**config.mk**
```make
export PLATFORM = sky130hd
export DESIGN_NAME = apb_uart_rx_slave
export DESIGN_NICKNAME = d
export VERILOG_FILES = /design/src/rtl/apb_uart_rx_slave.sv
export SDC_FILE = /design/constraint.sdc
export NUM_CORES = 1
export LEC_CHECK = 0
export BUFFER_PORTS_ARGS = -buffer_cell sky130_fd_sc_hd__buf_2
export CAP_MARGIN = 20
export CELL_PAD_IN_SITES_DETAIL_PLACEMENT = 0
export CELL_PAD_IN_SITES_GLOBAL_PLACEMENT = 1
export CORE_MARGIN = 5
export CORE_UTILIZATION = 50
export DETAILED_ROUTE_END_ITERATION = 7
export GPL_TIMING_DRIVEN = 0
export PLACE_DENSITY = 0.92
export SLEW_MARGIN = 20
export SYNTH_ARGS = -nofsm -noshare
export SYNTH_HDL_FRONTEND = slang
export SYNTH_SLANG_ARGS = --single-unit
```
**constraint.sdc**
```tcl
create_clock -name pclk -period 8.1 [get_ports pclk]
set_input_delay 0 -clock pclk [delete_from_list [all_inputs] [get_ports pclk]]
set_output_delay 0 -clock pclk [all_outputs]
set_load 0.02 [all_outputs]
```
**src/rtl/apb_uart_rx_slave.sv**
```systemverilog
// APB-attached 8N1 UART receiver. Bytes are readable one cycle after the stop-bit sample and are buffered in a DEPTH-entry FIFO.
// The APB side has zero wait states. A full FIFO drops the incoming byte and raises overrun; a read of RXDATA pops one byte per access.
module apb_uart_rx_slave #(
    parameter int CLKS_PER_BIT = 16,
    parameter int DEPTH        = 8
) (
    input  logic        pclk,
    input  logic        Reset,
    input  logic        psel,
    input  logic        penable,
    input  logic        pwrite,
    input  logic [4:0]  paddr,
    input  logic [31:0] pwdata,
    output logic [31:0] prdata,
    output logic        pready,
    input  logic        rx,
    output logic        rx_irq
);
    localparam int CNT_W = $clog2(CLKS_PER_BIT);
    localparam int PTR_W = $clog2(DEPTH);
    localparam int CNT_F_W = PTR_W + 1;
    localparam logic [CNT_W-1:0] HALF_M1 = CNT_W'(CLKS_PER_BIT / 2 - 1);
    localparam logic [CNT_W-1:0] BIT_M1  = CNT_W'(CLKS_PER_BIT - 1);

    typedef enum logic [1:0] {IDLE, START, DATA, STOP} state_t;

    logic               rx_meta_q, rx_s_q;
    state_t             state_q, state_d;
    logic [CNT_W-1:0]   clk_cnt_q, clk_cnt_d;
    logic [2:0]         bit_idx_q, bit_idx_d;
    logic [7:0]         shift_q, shift_d;
    logic               stop_smp, frame_ok, frame_bad, busy;

    logic [7:0]         mem_q [DEPTH];
    logic [PTR_W-1:0]   wr_ptr_q, rd_ptr_q;
    logic [CNT_F_W-1:0] count_q, count_d;
    logic               empty, full, push, pop;
    logic               overrun_q, overrun_d, frame_err_q, frame_err_d;
    logic               irq_en_q, irq_en_d;
    logic               access, access_q, acc_edge;
    logic               wr_status, wr_ctrl;
    logic [7:0]         head;
    logic [4:0]         count5;
    logic               unused_pwdata;

    always_ff @(posedge pclk or posedge Reset) begin
        if (Reset) begin
            rx_meta_q <= 1'b1;
            rx_s_q    <= 1'b1;
        end else begin
            rx_meta_q <= rx;
            rx_s_q    <= rx_meta_q;
        end
    end

    always_ff @(posedge pclk or posedge Reset) begin
        if (Reset) begin
            state_q   <= IDLE;
            clk_cnt_q <= '0;
            bit_idx_q <= '0;
            shift_q   <= '0;
        end else begin
            state_q   <= state_d;
            clk_cnt_q <= clk_cnt_d;
            bit_idx_q <= bit_idx_d;
            shift_q   <= shift_d;
        end
    end

    always_comb begin
        state_d   = state_q;
        clk_cnt_d = clk_cnt_q;
        bit_idx_d = bit_idx_q;
        shift_d   = shift_q;
        case (state_q)
            IDLE: begin
                if (!rx_s_q) begin
                    state_d   = START;
                    clk_cnt_d = '0;
                end
            end
            START: begin
                // Re-check the line mid start bit so short glitches are rejected.
                if (clk_cnt_q == HALF_M1) begin
                    clk_cnt_d = '0;
                    bit_idx_d = '0;
                    state_d   = rx_s_q ? IDLE : DATA;
                end else begin
                    clk_cnt_d = clk_cnt_q + CNT_W'(1);
                end
            end
            DATA: begin
                if (clk_cnt_q == BIT_M1) begin
                    clk_cnt_d = '0;
                    shift_d   = {rx_s_q, shift_q[7:1]};
                    bit_idx_d = bit_idx_q + 3'd1;
                    if (bit_idx_q == 3'd7) state_d = STOP;
                end else begin
                    clk_cnt_d = clk_cnt_q + CNT_W'(1);
                end
            end
            STOP: begin
                if (clk_cnt_q == BIT_M1) begin
                    clk_cnt_d = '0;
                    state_d   = IDLE;
                end else begin
                    clk_cnt_d = clk_cnt_q + CNT_W'(1);
                end
            end
            default: state_d = IDLE;
        endcase
    end

    always_comb begin
        stop_smp  = (state_q == STOP) && (clk_cnt_q == BIT_M1);
        frame_ok  = stop_smp & rx_s_q;
        frame_bad = stop_smp & ~rx_s_q;
        busy      = (state_q != IDLE);
    end

    assign access    = psel & penable;
    assign acc_edge  = access & ~access_q;
    assign empty     = (count_q == '0);
    assign full      = (count_q == CNT_F_W'(DEPTH));
    assign pop       = acc_edge & ~pwrite & (paddr == 5'h00) & ~empty;
    // A pop in the same cycle frees the slot, so a push into a full FIFO still succeeds.
    assign push      = frame_ok & (~full | pop);
    assign wr_status = acc_edge & pwrite & (paddr == 5'h01);
    assign wr_ctrl   = acc_edge & pwrite & (paddr == 5'h02);

    always_comb begin
        count_d = count_q;
        case ({push, pop})
            2'b10:   count_d = count_q + CNT_F_W'(1);
            2'b01:   count_d = count_q - CNT_F_W'(1);
            default: count_d = count_q;
        endcase
        overrun_d   = (frame_ok & full & ~pop) | (overrun_q & ~(wr_status & pwdata[7]));
        frame_err_d = frame_bad | (frame_err_q & ~(wr_status & pwdata[8]));
        irq_en_d    = wr_ctrl ? pwdata[0] : irq_en_q;
    end

    always_ff @(posedge pclk or posedge Reset) begin
        if (Reset) begin
            access_q    <= 1'b0;
            wr_ptr_q    <= '0;
            rd_ptr_q    <= '0;
            count_q     <= '0;
            overrun_q   <= 1'b0;
            frame_err_q <= 1'b0;
            irq_en_q    <= 1'b0;
        end else begin
            access_q    <= access;
            count_q     <= count_d;
            overrun_q   <= overrun_d;
            frame_err_q <= frame_err_d;
            irq_en_q    <= irq_en_d;
            if (push) wr_ptr_q <= wr_ptr_q + PTR_W'(1);
            if (pop)  rd_ptr_q <= rd_ptr_q + PTR_W'(1);
        end
    end

    always_ff @(posedge pclk) begin
        if (push) mem_q[wr_ptr_q] <= shift_q;
    end

    assign head   = empty ? 8'h00 : mem_q[rd_ptr_q];
    assign count5 = 5'(count_q);

    always_comb begin
        prdata = '0;
        if (psel) begin
            case (paddr)
                5'h00:   prdata = {24'b0, head};
                5'h01:   prdata = {22'b0, busy, frame_err_q, overrun_q, full, empty, count5};
                5'h02:   prdata = {31'b0, irq_en_q};
                default: prdata = '0;
            endcase
        end
    end

    assign pready = 1'b1;
    assign rx_irq = irq_en_q & (~empty | overrun_q | frame_err_q);

    assign unused_pwdata = ^{pwdata[31:9], pwdata[6:1]};
endmodule

```
==> results.cfg <==
[outcome]
run_status = completed

[pwr]
internal_power_uw = 740
p_comb_share_pct = 14.4
worst_ir_drop_vdd_mv = 0.0898
static-leakage-power_uw = 0.00205
netSwitchingFraction_pct = 29.2
clkPwrFrac_pct = 30.3
pwr_per_cell_area_nw_per_um2 = 204
p_seq_share_pct = 55.3
net-switching-power_uw = 305
totalPowerFinal_uw = 1040

[yosys]
post_synth_most_frequent_cells = 64 x sky130_fd_sc_hd__edfxtp_1, 31 x sky130_fd_sc_hd__dfrtp_1, 24 x sky130_fd_sc_hd__buf_4
synth_seq_area_share_pct = 61.6
synth.ff_latch_count = 97
synth-main-ff-cell = sky130_fd_sc_hd__edfxtp_1
synth_area_per_cell_sq_um = 14.9
synth_enable_flop_cells = 64
ys_warn_count = 0
async_reset_ff_share_pct = 34.0
post-synth-top-count-cell = sky130_fd_sc_hd__edfxtp_1
syn-instance-count = 300
synth.lib_cells_used.distinct = 55
top_cells_by_area_synth = sky130_fd_sc_hd__edfxtp_1 43%, sky130_fd_sc_hd__dfrtp_1 17%, sky130_fd_sc_hd__mux4_2 7.6%, sky130_fd_sc_hd__buf_4 4.0%, sky130_fd_sc_hd__ha_1 2.2%
synth.top_cell.area_share_pct = 43.1
synthDominantAreaCellType = sky130_fd_sc_hd__edfxtp_1
netlist_area_sq_um = 4460

[floorplan]
dieWidth_um = 104
die_ht_um = 104
core_sq_um = 8720
io_pins = 77
initial_core_util_pct = 51.2
standard_cell_row_count = 34
die-area_sq_um = 10900

[cts]
cts_repair_resize_count = 0
tritoncts_clock_tree = done
htree_levels = 3
worst_skew_pair.late_latency_ps = 380
cts-root-to-sink-buffers = 2
cts-root-buf = sky130_fd_sc_hd__clkbuf_8
numClockSinks = 97
clk_pin_slew_ps = 100
cts_buffers = 9

[sta]
max_slew_violation_count = 0
achievable-frequency_mhz = 322
unrepaired_setup_endpoints_after_global_routing = no
tns_ps = 0
layout_worst_path_cycle_share_pct = 38.4
finalSetupViolCount = 0
clock-skew-final_ps = 6.98
worst_slew_margin_rel_pct = 39.0
period_minus_slack_ps = 3110
final-hold-violation-count = 0
max_slew.worst_pin.slew_ps = 911

[place]
port-buffer-count = 24
gpl.final_weighted_congestion = 0.736
dp_hpwl_um = 5740
placedCellCount = 457

[grt]
grt_util_all_layers_pct = 16.6
grt_pass1_vias = 2608
grt_max_degree = 34
grt_antenna_before_repair = 0
grt_first_pass_wirelength_um = 13900
globalRoute.totalOverflow = 0

[worst_hold_path]
hp-class = in2reg

[routing]
final_antenna_net_count = 0
drc = 0
drt_first_pass_iters = 4
wl_um = 8430
via_per_inst = 5.46
post_drt_wl_per_cell_um = 17.6
drtIter0Drc = 167
detailroute.via_count = 2619

[cells_and_area]
filler_cell_count = 680
final_layout_size_suffix_gt1_share_pct = 30.9
fin_util_pct = 58.8
synthToLayoutAreaGrowth_pct = 14.9
final_nets = 418
diodes = 0
number_of_standard_cells_in_the_layout_taps_in_and_fillers_out = 480

[worst_setup_path]
timing.critical_path.from_type = flip-flop
criticalPathCategory = reg2reg
timing.critical_path.fanout_max = 8
required_time_worst_endpoint_ps = 8360
worst_ep_arrival_time_ps = 3370
endpoint_type_of_the_worst_setup_path = flip-flop

[run]
maxCapViolations = 0
[worst paths after layout]
kind | from | to | slack, ps | cells past startpoint
worst max-delay path | clk_cnt_q[0] | count_q[2] | 4990 | 11
max in group asynchronous | Reset | wr_ptr_q[0] | 7350 | 3
worst max register to register | clk_cnt_q[0] | count_q[2] | 4990 | 11
worst min register to register | rx_meta_q | rx_s_q | 360 | 0
min in group asynchronous | Reset | access_q | 280 | 3
worst min-delay path | paddr[1] | irq_en_q | 50 | 4
[stage by stage]
stage               hold slack, ps  worst slack [ps]  instance area [sq um]
global route                  61.1              4800                   5130
detailed placement             109              5060                   4850
CTS                           43.0              5030                   5130
finish                        49.3              4990                   5130
floorplan                     4.48              5490                   4540
global placement               105              4520                   4800
[final cells by class]
class	instances	area, sq um	share of cell area (%)
multi-input cells	181	1530	29.7
inverters	6	22.5	0.439
well taps	108	135	2.64
clock inverters	7	81.3	1.59
flip-flops and latches	97	2750	53.6
plain buffers	37	269	5.25
clock buffers	9	124	2.42
repair buffers	35	220	4.29
[state kept, by name, indices dropped and copies added (netlist names), 3 cells and up, named ones only]
| name | flops |
|---|---|
| bit_idx_q | 3 |
| clk_cnt_q | 4 |
| count_q | 4 |
| mem_q | 64 |
| rd_ptr_q | 3 |
| shift_q | 8 |
| wr_ptr_q | 3 |
[worst max-delay path, stage by stage (launching register included)]
cell,delay (ps)
sky130_fd_sc_hd__dfrtp_1,400
sky130_fd_sc_hd__ha_1,230
sky130_fd_sc_hd__and3_1,250
sky130_fd_sc_hd__nor3b_1,560
sky130_fd_sc_hd__nand2_2,300
sky130_fd_sc_hd__ha_1,360
sky130_fd_sc_hd__xor2_1,160
sky130_fd_sc_hd__ha_1,180
sky130_fd_sc_hd__a21oi_1,150
sky130_fd_sc_hd__xor2_1,180
sky130_fd_sc_hd__nor2_1,80
sky130_fd_sc_hd__xor2_1,150
[cell families after synthesis]
family	synth area share, %
DFF	61.6
and+or+nand+nor	9.00
buffers and inverters	6.53
AOI/OAI and AO/OA	5.47
muxes	13.2
xor gates and xnor gates	1.77
adders and majority gates	2.24
other	0.168
[per-layer routing]
| metal | vias up | GRT usage, % | wire (um) |
|---|---|---|---|
| li1 | 1221 | - | - |
| met2 | 80 | 25.8 | 4010 |
| met4 | 0 | 8.60 | 260 |
| met3 | 21 | 3.79 | 516 |
| met1 | 1297 | 21.6 | 3650 |
| met5 | - | 0 | 0 |
[repair_timing]
action	4_1_cts	5_1_grt
buffers inserted	0	0
endpoints found under the hold margin	36	0
hold buffers	7	0
[layout by cell type, fill, tap and decap left out, types with 5 or more instances in the layout]
master,n
sky130_fd_sc_hd__dfrtp_1,31
sky130_fd_sc_hd__nand2_1,18
sky130_fd_sc_hd__xor2_1,5
sky130_fd_sc_hd__nor2_1,11
sky130_fd_sc_hd__mux2_2,8
sky130_fd_sc_hd__dlygate4sd3_1,7
sky130_fd_sc_hd__mux2i_1,10
sky130_fd_sc_hd__o21ai_1,6
sky130_fd_sc_hd__edfxtp_1,64
sky130_fd_sc_hd__a21oi_1,8
sky130_fd_sc_hd__buf_2,27
sky130_fd_sc_hd__mux4_2,15
sky130_fd_sc_hd__buf_4,28
sky130_fd_sc_hd__inv_1,5
sky130_fd_sc_hd__clkbuf_8,10
sky130_fd_sc_hd__o21ai_0,5
sky130_fd_sc_hd__conb_1,23
sky130_fd_sc_hd__ha_1,8
sky130_fd_sc_hd__clkbuf_1,6
sky130_fd_sc_hd__nand3_1,6
[power groups by stage]
| stage | Combinational (uW) | Sequential (uW) | Clock [uW] |
|---|---|---|---|
| floorplan | 120 | 581 | 0 |
| global placement | 141 | 586 | 0 |
| detailed placement | 147 | 588 | 0 |
| CTS | 150 | 578 | 319 |
| global route | 171 | 583 | 342 |
| finish | 151 | 578 | 316 |
No activity file was read; power rests on OpenSTA's default activity.
